--- src/rtl/ctrl_pkg.sv ---
`default_nettype none
// ============================================================================
// ctrl_pkg : shared opcodes, FSM states and default widths for the controller
// Rev 1.0
// ============================================================================
package ctrl_pkg;

    localparam int OPC_W_DEF       = 3;
    localparam int RA_W_DEF        = 3;
    localparam int DA_W_DEF        = 4;
    localparam int INSTR_W_DEF     = OPC_W_DEF + 3 * RA_W_DEF;
    localparam int MEM_TIMEOUT_DEF = 15;

    typedef enum logic [2:0] {
        OP_LOAD  = 3'b000,
        OP_STORE = 3'b001,
        OP_SUB   = 3'b010,
        OP_ADDI  = 3'b101,
        OP_JEQ   = 3'b111
    } opcode_t;

    typedef enum logic [1:0] {
        IDLE   = 2'd0,
        DECODE = 2'd1,
        EXEC   = 2'd2,
        MEM    = 2'd3
    } state_t;

endpackage
`default_nettype wire

--- src/rtl/multicycle_controller_if.sv ---
`default_nettype none
// ============================================================================
// multicycle_controller_if : instruction, handshake and datapath-control bundle
// Rev 1.0
// ============================================================================
interface multicycle_controller_if #(
    parameter int RA_W    = ctrl_pkg::RA_W_DEF,
    parameter int DA_W    = ctrl_pkg::DA_W_DEF,
    parameter int INSTR_W = ctrl_pkg::INSTR_W_DEF
);
    logic [INSTR_W-1:0] instr;
    logic               instr_valid;
    logic               step;
    logic               run;
    logic               is_external;
    logic               eq;
    logic               mem_ready;

    logic               pc_ld;
    logic               pc_sel;
    logic               reg_wr_sel;
    logic               m_we;
    logic               m_re;
    logic               alu_src_sel;
    logic               alu_op;
    logic               rf_we;
    logic [RA_W-1:0]    ra1;
    logic [RA_W-1:0]    ra2;
    logic [RA_W-1:0]    wa;
    logic [DA_W-1:0]    da;
    logic [RA_W-1:0]    constant;
    logic               busy;
    logic               illegal;
    logic               mem_fault;

    modport master (
        input  instr, instr_valid, step, run, is_external, eq, mem_ready,
        output pc_ld, pc_sel, reg_wr_sel, m_we, m_re, alu_src_sel, alu_op, rf_we,
               ra1, ra2, wa, da, constant, busy, illegal, mem_fault
    );

    modport slave (
        output instr, instr_valid, step, run, is_external, eq, mem_ready,
        input  pc_ld, pc_sel, reg_wr_sel, m_we, m_re, alu_src_sel, alu_op, rf_we,
               ra1, ra2, wa, da, constant, busy, illegal, mem_fault
    );
endinterface
`default_nettype wire

--- src/rtl/rise_edge_detect.sv ---
`default_nettype none
// ============================================================================
// rise_edge_detect : one-cycle pulse on the rising edge of a level input
// Rev 1.0
// ============================================================================
module rise_edge_detect (
    input  wire  clk,
    input  wire  reset_n,
    input  wire  i_level,
    output logic o_pulse
);
    logic level_q;
    logic level_d;

    always_comb level_d = i_level;

    always_ff @(posedge clk or negedge reset_n) begin
        if (!reset_n) begin
            level_q <= 1'b0;
        end else begin
            level_q <= level_d;
        end
    end

    assign o_pulse = i_level & ~level_q;
endmodule
`default_nettype wire

--- src/rtl/multicycle_controller.sv ---
`default_nettype none
// ============================================================================
// multicycle_controller : IDLE/DECODE/EXEC/MEM sequencer for the PC/RF/ALU/memory datapath
// Rev 1.0
// ============================================================================
module multicycle_controller
    import ctrl_pkg::*;
#(
    parameter int OPC_W       = OPC_W_DEF,
    parameter int RA_W        = RA_W_DEF,
    parameter int DA_W        = DA_W_DEF,
    parameter int INSTR_W     = INSTR_W_DEF,
    parameter int MEM_TIMEOUT = MEM_TIMEOUT_DEF
) (
    input  wire                     clk,
    input  wire                     reset_n,
    multicycle_controller_if.master bus
);
    localparam int CONST_W = RA_W;
    localparam int CNT_W   = $clog2(MEM_TIMEOUT + 1);

    if (INSTR_W != OPC_W + 3 * RA_W) begin : g_bad_instr_w
        $error("INSTR_W must equal OPC_W + 3*RA_W");
    end
    if (DA_W + RA_W > 3 * RA_W) begin : g_bad_da_w
        $error("DA_W + RA_W must not exceed 3*RA_W");
    end
    if (OPC_W != OPC_W_DEF) begin : g_bad_opc_w
        $error("OPC_W must match the opcode encoding width");
    end

    state_t              state_q,       state_d;
    logic [INSTR_W-1:0]  ir_q,          ir_d;
    logic [RA_W-1:0]     ra1_q,         ra1_d;
    logic [RA_W-1:0]     ra2_q,         ra2_d;
    logic [RA_W-1:0]     wa_q,          wa_d;
    logic [DA_W-1:0]     da_q,          da_d;
    logic [CONST_W-1:0]  constant_q,    constant_d;
    logic                alu_src_sel_q, alu_src_sel_d;
    logic                alu_op_q,      alu_op_d;
    logic                reg_wr_sel_q,  reg_wr_sel_d;
    logic                illegal_q,     illegal_d;
    logic                mem_fault_q,   mem_fault_d;
    logic [CNT_W-1:0]    cnt_q,         cnt_d;

    logic                step_pulse;
    logic                go;
    logic [OPC_W-1:0]    opc;
    logic [RA_W-1:0]     f_lo, f_mid, f_top, f_lw;
    logic [DA_W-1:0]     f_da;
    logic                pc_ld, pc_sel, rf_we, m_re, m_we;

    rise_edge_detect u_step_edge (
        .clk     (clk),
        .reset_n (reset_n),
        .i_level (bus.step),
        .o_pulse (step_pulse)
    );

    assign go    = bus.instr_valid & (bus.run | step_pulse);
    assign opc   = ir_q[INSTR_W-1 -: OPC_W];
    assign f_lo  = ir_q[RA_W-1:0];
    assign f_mid = ir_q[2*RA_W-1:RA_W];
    assign f_top = ir_q[3*RA_W-1:2*RA_W];
    assign f_lw  = ir_q[DA_W+RA_W-1:DA_W];
    assign f_da  = ir_q[DA_W-1:0];

    always_comb begin
        state_d       = state_q;
        ir_d          = ir_q;
        ra1_d         = ra1_q;
        ra2_d         = ra2_q;
        wa_d          = wa_q;
        da_d          = da_q;
        constant_d    = constant_q;
        alu_src_sel_d = alu_src_sel_q;
        alu_op_d      = alu_op_q;
        reg_wr_sel_d  = reg_wr_sel_q;
        illegal_d     = illegal_q;
        mem_fault_d   = mem_fault_q;
        cnt_d         = cnt_q;
        pc_ld         = 1'b0;
        pc_sel        = 1'b0;
        rf_we         = 1'b0;
        m_re          = 1'b0;
        m_we          = 1'b0;

        case (state_q)
            IDLE: begin
                if (go) begin
                    ir_d    = bus.instr;
                    state_d = DECODE;
                end
            end
            DECODE: begin
                // Fields not used by the opcode are forced to zero.
                ra1_d         = '0;
                ra2_d         = '0;
                wa_d          = '0;
                da_d          = '0;
                constant_d    = '0;
                alu_src_sel_d = 1'b0;
                alu_op_d      = 1'b0;
                reg_wr_sel_d  = 1'b0;
                case (opc)
                    OP_LOAD: begin
                        wa_d = f_lw;
                        da_d = f_da;
                    end
                    OP_STORE: begin
                        ra2_d = f_lw;
                        da_d  = f_da;
                    end
                    OP_SUB: begin
                        ra1_d         = f_lo;
                        ra2_d         = f_mid;
                        wa_d          = f_top;
                        alu_src_sel_d = 1'b1;
                        reg_wr_sel_d  = 1'b1;
                    end
                    OP_ADDI: begin
                        ra1_d        = f_mid;
                        constant_d   = f_lo;
                        wa_d         = f_top;
                        alu_op_d     = 1'b1;
                        reg_wr_sel_d = 1'b1;
                    end
                    OP_JEQ: begin
                        ra1_d         = f_lo;
                        ra2_d         = f_mid;
                        constant_d    = f_top;
                        alu_src_sel_d = 1'b1;
                    end
                    default: illegal_d = 1'b1;
                endcase
                state_d = EXEC;
            end
            EXEC: begin
                case (opc)
                    OP_LOAD: begin
                        m_re    = 1'b1;
                        state_d = MEM;
                    end
                    OP_STORE: begin
                        m_we    = 1'b1;
                        state_d = MEM;
                    end
                    OP_SUB, OP_ADDI: begin
                        rf_we   = 1'b1;
                        pc_ld   = ~bus.is_external;
                        state_d = IDLE;
                    end
                    OP_JEQ: begin
                        pc_sel  = bus.eq;
                        pc_ld   = ~bus.is_external;
                        state_d = IDLE;
                    end
                    default: begin
                        pc_ld   = ~bus.is_external;
                        state_d = IDLE;
                    end
                endcase
            end
            MEM: begin
                m_re = (opc == OP_LOAD);
                m_we = (opc == OP_STORE);
                if (bus.mem_ready) begin
                    rf_we   = (opc == OP_LOAD);
                    pc_ld   = ~bus.is_external;
                    cnt_d   = '0;
                    state_d = IDLE;
                end else if (cnt_q == CNT_W'(MEM_TIMEOUT - 1)) begin
                    // Last permitted wait cycle: give up without committing or advancing the PC.
                    mem_fault_d = 1'b1;
                    cnt_d       = '0;
                    state_d     = IDLE;
                end else begin
                    cnt_d = cnt_q + 1'b1;
                end
            end
            default: state_d = IDLE;
        endcase
    end

    always_ff @(posedge clk or negedge reset_n) begin
        if (!reset_n) begin
            state_q       <= IDLE;
            ir_q          <= '0;
            ra1_q         <= '0;
            ra2_q         <= '0;
            wa_q          <= '0;
            da_q          <= '0;
            constant_q    <= '0;
            alu_src_sel_q <= 1'b0;
            alu_op_q      <= 1'b0;
            reg_wr_sel_q  <= 1'b0;
            illegal_q     <= 1'b0;
            mem_fault_q   <= 1'b0;
            cnt_q         <= '0;
        end else begin
            state_q       <= state_d;
            ir_q          <= ir_d;
            ra1_q         <= ra1_d;
            ra2_q         <= ra2_d;
            wa_q          <= wa_d;
            da_q          <= da_d;
            constant_q    <= constant_d;
            alu_src_sel_q <= alu_src_sel_d;
            alu_op_q      <= alu_op_d;
            reg_wr_sel_q  <= reg_wr_sel_d;
            illegal_q     <= illegal_d;
            mem_fault_q   <= mem_fault_d;
            cnt_q         <= cnt_d;
        end
    end

    assign bus.pc_ld       = pc_ld;
    assign bus.pc_sel      = pc_sel;
    assign bus.rf_we       = rf_we;
    assign bus.m_re        = m_re;
    assign bus.m_we        = m_we;
    assign bus.ra1         = ra1_q;
    assign bus.ra2         = ra2_q;
    assign bus.wa          = wa_q;
    assign bus.da          = da_q;
    assign bus.constant    = constant_q;
    assign bus.alu_src_sel = alu_src_sel_q;
    assign bus.alu_op      = alu_op_q;
    assign bus.reg_wr_sel  = reg_wr_sel_q;
    assign bus.illegal     = illegal_q;
    assign bus.mem_fault   = mem_fault_q;
    assign bus.busy        = (state_q != IDLE);
endmodule
`default_nettype wire

--- src/flat_wrapper.sv ---
// flat-port wrapper written by rule: the top's interface ports become plain ports
module multicycle_controller_flat import ctrl_pkg::*;
#(
    parameter int OPC_W       = OPC_W_DEF,
    parameter int RA_W        = RA_W_DEF,
    parameter int DA_W        = DA_W_DEF,
    parameter int INSTR_W     = INSTR_W_DEF,
    parameter int MEM_TIMEOUT = MEM_TIMEOUT_DEF
)
  (clk, reset_n, bus_instr, bus_instr_valid, bus_step, bus_run, bus_is_external, bus_eq, bus_mem_ready, bus_pc_ld, bus_pc_sel, bus_reg_wr_sel, bus_m_we, bus_m_re, bus_alu_src_sel, bus_alu_op, bus_rf_we, bus_ra1, bus_ra2, bus_wa, bus_da, bus_constant, bus_busy, bus_illegal, bus_mem_fault);
  multicycle_controller_if #(.RA_W(RA_W), .DA_W(DA_W), .INSTR_W(INSTR_W)) bus_i ();
  input  wire clk;
  input  wire reset_n;
  input wire logic [$bits(bus_i.instr)-1:0] bus_instr;
  input wire logic [$bits(bus_i.instr_valid)-1:0] bus_instr_valid;
  input wire logic [$bits(bus_i.step)-1:0] bus_step;
  input wire logic [$bits(bus_i.run)-1:0] bus_run;
  input wire logic [$bits(bus_i.is_external)-1:0] bus_is_external;
  input wire logic [$bits(bus_i.eq)-1:0] bus_eq;
  input wire logic [$bits(bus_i.mem_ready)-1:0] bus_mem_ready;
  output wire logic [$bits(bus_i.pc_ld)-1:0] bus_pc_ld;
  output wire logic [$bits(bus_i.pc_sel)-1:0] bus_pc_sel;
  output wire logic [$bits(bus_i.reg_wr_sel)-1:0] bus_reg_wr_sel;
  output wire logic [$bits(bus_i.m_we)-1:0] bus_m_we;
  output wire logic [$bits(bus_i.m_re)-1:0] bus_m_re;
  output wire logic [$bits(bus_i.alu_src_sel)-1:0] bus_alu_src_sel;
  output wire logic [$bits(bus_i.alu_op)-1:0] bus_alu_op;
  output wire logic [$bits(bus_i.rf_we)-1:0] bus_rf_we;
  output wire logic [$bits(bus_i.ra1)-1:0] bus_ra1;
  output wire logic [$bits(bus_i.ra2)-1:0] bus_ra2;
  output wire logic [$bits(bus_i.wa)-1:0] bus_wa;
  output wire logic [$bits(bus_i.da)-1:0] bus_da;
  output wire logic [$bits(bus_i.constant)-1:0] bus_constant;
  output wire logic [$bits(bus_i.busy)-1:0] bus_busy;
  output wire logic [$bits(bus_i.illegal)-1:0] bus_illegal;
  output wire logic [$bits(bus_i.mem_fault)-1:0] bus_mem_fault;
  assign bus_i.instr = bus_instr;
  assign bus_i.instr_valid = bus_instr_valid;
  assign bus_i.step = bus_step;
  assign bus_i.run = bus_run;
  assign bus_i.is_external = bus_is_external;
  assign bus_i.eq = bus_eq;
  assign bus_i.mem_ready = bus_mem_ready;
  assign bus_pc_ld = bus_i.pc_ld;
  assign bus_pc_sel = bus_i.pc_sel;
  assign bus_reg_wr_sel = bus_i.reg_wr_sel;
  assign bus_m_we = bus_i.m_we;
  assign bus_m_re = bus_i.m_re;
  assign bus_alu_src_sel = bus_i.alu_src_sel;
  assign bus_alu_op = bus_i.alu_op;
  assign bus_rf_we = bus_i.rf_we;
  assign bus_ra1 = bus_i.ra1;
  assign bus_ra2 = bus_i.ra2;
  assign bus_wa = bus_i.wa;
  assign bus_da = bus_i.da;
  assign bus_constant = bus_i.constant;
  assign bus_busy = bus_i.busy;
  assign bus_illegal = bus_i.illegal;
  assign bus_mem_fault = bus_i.mem_fault;
  multicycle_controller #(.OPC_W(OPC_W), .RA_W(RA_W), .DA_W(DA_W), .INSTR_W(INSTR_W), .MEM_TIMEOUT(MEM_TIMEOUT)) u_core (.clk(clk), .reset_n(reset_n), .bus(bus_i));
endmodule
--- config.mk ---
export PLATFORM = sky130hd
export DESIGN_NAME = multicycle_controller_flat
export DESIGN_NICKNAME = d
export VERILOG_FILES = /design/src/rtl/ctrl_pkg.sv /design/src/rtl/multicycle_controller_if.sv /design/src/rtl/rise_edge_detect.sv /design/src/rtl/multicycle_controller.sv /design/src/flat_wrapper.sv
export SDC_FILE = /design/constraint.sdc
export NUM_CORES = 1
export LEC_CHECK = 0
export BUFFER_PORTS_ARGS = -buffer_cell sky130_fd_sc_hd__buf_2
export CAP_MARGIN = 20
export CORE_ASPECT_RATIO = 0.7
export CORE_MARGIN = 2
export CORE_UTILIZATION = 50
export DETAILED_ROUTE_END_ITERATION = 6
export PLACE_DENSITY_LB_ADDON = 0.15
export REMOVE_ABC_BUFFERS = 1
export SLEW_MARGIN = 20
export SYNTH_ARGS = -nofsm -noshare
export SYNTH_HDL_FRONTEND = slang
export SYNTH_SLANG_ARGS = --single-unit
--- constraint.sdc ---
create_clock -name clk -period 1.6 [get_ports clk]
set_input_delay 0.08 -clock clk [delete_from_list [all_inputs] [get_ports clk]]
set_output_delay 0.08 -clock clk [all_outputs]
set_load 0.1 [all_outputs]
### After elaboration in Yosys (flattened, before gate mapping)

Cells that the tools add are included.

* memories kept: 0
* latch bits: 0
* logic and storage cells: 69
* bits in writable memories: 0
* input port bits: 20
* register bits: 40
* ROM bits: 0
* output and inout port bits: 27

* shift-type cells: 0
* equality and inequality tests: 10
* $lt $le $gt $ge: 0
* divide/modulo/power cells: 0
* add/sub/neg operators: 1
* reductions and logical operators: 11
* multipliers: 0
* mux-type cells: 26
* bitwise gates (word level): 7

Operator list (number)
* one-hot mux 3 bit (2 select lines): 4
* 2-to-1 mux 4 bit: 3
* 2-to-1 mux 1 bit: 10
* 2-to-1 mux 2 bit: 4
* one-hot mux 1 bit (2 select lines): 4
* one-hot mux 2 bit (4 select lines): 1
* == test 3 bit, second input constant: 2
* AND reduction 2 bit: 3
* OR reduction 2 bit: 3
* OR reduction 5 bit: 1
* adder 4 x 1 -> 4 bit, second input constant: 1
* == test 2 bit, second input constant: 2
* == test 4 bit, second input constant: 1
* inverter 1 bit: 4
* == test 3 x 1 -> 1 bit, second input constant: 1
* == test 3 x 2 -> 1 bit, second input constant: 1
* zero test 3 bit: 1
* inequality test 3 x 2 -> 1 bit, second input constant: 1
* AND reduction 3 bit: 1
* bitwise AND 1 bit: 2
* == test 2 x 1 -> 1 bit, second input constant: 1
* zero test 2 bit: 1
* inequality test 2 x 1 -> 1 bit, second input constant: 1
* nonzero test 2 bit: 1
* bitwise OR 1 bit: 1

### Longest topological paths before layout

* depth after elaboration: 6
* gate-level depth with buffers: 5

### Modules after synthesis

Synthesis repeated with hierarchy kept, for this count alone.

* cell total of the unflattened synthesis: 165
* area total of the unflattened synthesis: 1879.3 µm²

By module, submodules not included
* multicycle_controller: times used 1, sequential area each 975.9 µm², cells each 163, area an instance 1840.5 µm²
* rise_edge_detect: times used 1, sequential area each 25.0 µm², cells each 2, area an instance 38.8 µm²

### Worst setup path after synthesis

OpenSTA, ideal clock, no wires.

* path kind: register to output
* start: register u_core.ir_q[10]
* end: output port bus_pc_ld
* arrival time: 3921 ps
* path slack: -2401 ps
* data required time: 1520 ps
* stages on the path, launching flop included: 5
* cells stage by stage: dfrtp_1 -> buf_2 -> buf_2 -> nor3_1 -> nor4b_1

* word-level cells in the longest chain between the ends: 4

RTL lines
* from (decl): line multicycle_controller.sv:33 `logic [INSTR_W-1:0] ir_q, ir_d;`
* from (signal assigned): line multicycle_controller.sv:202 `ir_q <= ir_d;`
* == test 3 x 1 -> 1 bit or zero test 3 bit (tied branches): line multicycle_controller.sv:139 `case (opc)`
* OR reduction 2 bit (no source line) (*)
* 2-to-1 mux 1 bit (*)
* one-hot mux 1 bit (2 select lines) (*): line multicycle_controller.sv:88 `case (state_q)`
* to (decl): line flat_wrapper.sv:21 `output wire logic [$bits(bus_i.pc_ld)-1:0] bus_pc_ld;`

Every way passes the cells marked *; elsewhere a longest branch is shown, timed or not.

### Final worst setup path

* start: register u_core.state_q[0]
* end: output port bus_pc_ld

* word-level cells in the longest chain between the ends: 2

RTL lines
* from (decl): line multicycle_controller.sv:32 `state_t state_q, state_d;`
* from (signal assigned): line multicycle_controller.sv:201 `state_q <= state_d;`
* == test 2 bit: line multicycle_controller.sv:88
* one-hot mux 1 bit (2 select lines) (*): line multicycle_controller.sv:88

Marked as above.

==> impl_results.md <==
* GP Congestion at 0.792
* Non-Filler Instances at 280
* M2 GR Usage at 32.7%
* Clock insertion delay at the later pin of the skew report at 0.29 ns
* GR Util met1 at 31.9%
* Post-route cell area at 0.00251 mm2
* Worst-margin pin slew at 0.497 ns
* Critical path launch point type: flop
* Dpl cell area at 0.00232 mm2
* Via density per instance at 5.39
* Seq/Total Area, Yosys at 52.9%
* Detailed Routing Iterations Pass 1 at 4
* Number of synthesized flops with an enable pin at 0
* Endpoints failing hold at 0
* Worst rel slew slack at 67.1%
* Share of layout cells above drive strength 1 at 42.6%
* Slowest cell delay on critical path at 0.40 ns
* Worst Setup End Kind: output pin
* Clk buf depth at 2
* CP cell instances: buf_6, nor2b_4, nor4b_2, buf_4, buf_12
* Vias in the first global route at 1494
* Busiest layer in global routing: met2
* Die Span X at 77.5 um
* Routed wire length at 4380 um
* Final nets at 251
* Row cnt at 18
* Die Y at 55.5 um
* Final ANT Viol Nets at 0
* CP Data Required Time at 1.52 ns
* Setup ws final at -0.0175 ns
* Synth cell types at 40
* Final min period at 1.62 ns
* Clock sinks at 40
* Worst Path Class, Setup: flop to output pin
* Setup WS pre-CTS at 0.140 ns
* Final worst clock skew at 0.00760 ns
* Maximum Capacitance Violations at 0
* Max Fclk at 618 MHz
* DRT iter0 DRCs at 135
* Root Buffer Master: clkbuf_8
* Initial antenna violation count at 0
* Commonest non-fill, non-tap cells in the layout: 41 x buf_2, 38 x dfrtp_1, 15 x buf_4, 13 x nand2_1, 12 x mux2_2
* Ys async rst share at 100%
* Hold Path Cell Cnt at 2
* Placed cells at 266
* Routing usage on met3 at 5.56%
* DR vias at 1508
* RSZ-0062 raised after global routing: true
* # IOs at 47
* FF+latch count, synth at 40
* All-Layer GR Usage at 22.1%
* Post-synth top flop: dfrtp_1
* Critical path peak fanout at 4
* Average wire per standard cell at 15.6 um
* Hpwl dp at 3110 um
* Total CTS buffers at 5
* Largest net degree at the start of global routing at 41
* Warnings from Yosys at 0
* Commonest non-fill, non-tap cell in the layout: buf_2
* H-tree Lvls at 2
* Slowest-stage cell, CP: dfrtp_1
* Starting Density at 52.8%
* Outcome: finished, violations left
* Final Setup Violations at 1
* Cell Area, Synth at 0.00189 mm2
* Hold Slack at 0.00361 ns
* DRC violations left at 0
* Synth Instances at 166
* Worst r2r path cells at 5
* Area of the core at 0.00358 mm2
* PortBufs at 46
* Total gr overflow at 0
* TritonCTS clock tree: yes
* Ant. Diodes at 0
* Final period util at 101%
* Worst Hold Class: input pin to flop
* Max Transition Viols Final at 0
* Clk slew on worst S/H paths at 0.07 ns
* Violations in the final reports: setup timing
* Area delta synth->final at 32.6%
* Critical path arrival at 1.54 ns
* Mean post-synth cell area at 11.4 um2
* First-pass GRT wire length at 7360 um
* Die ar. at 0.00430 mm2
## final timing paths
check	start	end	slack, ns
min	bus_instr[10]	u_core.ir_q[10]$_DFFE_PN0P_	0.004
min in group asynchronous	reset_n	u_core.ir_q[9]$_DFFE_PN0P_	0.42
max reg2reg	u_core.state_q[0]$_DFFE_PN0P_	u_core.ir_q[10]$_DFFE_PN0P_	0.11
max in group asynchronous	reset_n	u_core.state_q[1]$_DFFE_PN0P_	0.82
max	u_core.state_q[0]$_DFFE_PN0P_	bus_pc_ld	-0.02
min reg2reg	u_core.bus.illegal$_DFFE_PN0P_	u_core.bus.illegal$_DFFE_PN0P_	0.47
## kinds of logic after synthesis
| kind of cell | synth area share [%] |
|---|---|
| simple gates | 14.9 |
| flops | 52.9 |
| compound gates | 15.6 |
| mux | 10.9 |
| buf+inv | 4.36 |
| fa+ha+maj | 1.32 |
## cell usage after synthesis (2+ instances only)
library cell / number / share of area [%]
a21o_1: 3 / 1.2
a21oi_1: 6 / 1.6
a221o_1: 4 / 2.1
a221o_2: 3 / 1.8
a22o_1: 5 / 2.3
and2_1: 4 / 1.3
buf_2: 6 / 1.6
buf_4: 2 / 0.79
buf_6: 2 / 1.2
dfrtp_1: 40 / 53
ha_1: 2 / 1.3
inv_1: 4 / 0.79
mux2_2: 12 / 7.1
mux2i_1: 6 / 3.2
nand2_1: 13 / 2.6
nand2b_1: 5 / 1.7
nand3_1: 4 / 1.1
nand4_1: 2 / 0.66
nor2_1: 5 / 0.99
nor2b_1: 4 / 1.3
nor3_1: 6 / 1.6
o21ai_0: 10 / 2.6
## routing by layer
metal,up-vias,share of wire [%]
met5,-,0
met4,0,1.5
met3,10,5.8
met2,51,44
met1,723,48
li1,724,-
## layout make-up
cell class	instances	area (um2)
flip-flops and latches	40	1000
clock buffers	8	90.1
inverters	4	15.0
repair buffers	66	489
multi-input cells	112	848
well taps	50	62.6
fillers	277	1070
## what timing repair did
item | CTS | global route
gates resized for setup | 7 | 6
setup buffers | 2 | 2
hold endpoints to repair | 41 | 0
hold buffers | 2 | 0
setup endpoints to repair | 5 | 5
pin swaps | 2 | 3
## state kept, by name, summed over array words and instances (netlist names)
name                        cells
u_core.ir_q                    12
u_core.bus.da                   4
u_core.cnt_q                    4
u_core.bus.constant             3
u_core.bus.ra1                  3
u_core.bus.ra2                  3
u_core.bus.wa                   3
u_core.state_q                  2
u_core.bus.alu_op               1
u_core.bus.alu_src_sel          1
u_core.bus.illegal              1
u_core.bus.mem_fault            1
u_core.bus.reg_wr_sel           1
u_core.u_step_edge.level_q      1
## per-stage QoR
stage | utilization (%) | setup TNS (ns)
finish | 70.1 | -0.0175
global route | 70.1 | -0.169
CTS | 69.0 | -0.0196
detailed placement | 64.8 | 0
global placement | 64.8 | 0
floorplan | - | -5.00
## critical path, delay by kind of cell, from the launching register on
family	cells	cell delay (ns)
buf+inv	3	0.45
flops	1	0.40
simple gates	2	0.40
Power is not shown: default switching activity piles up to over one toggle a cycle in this logic, so the estimate is an artifact.
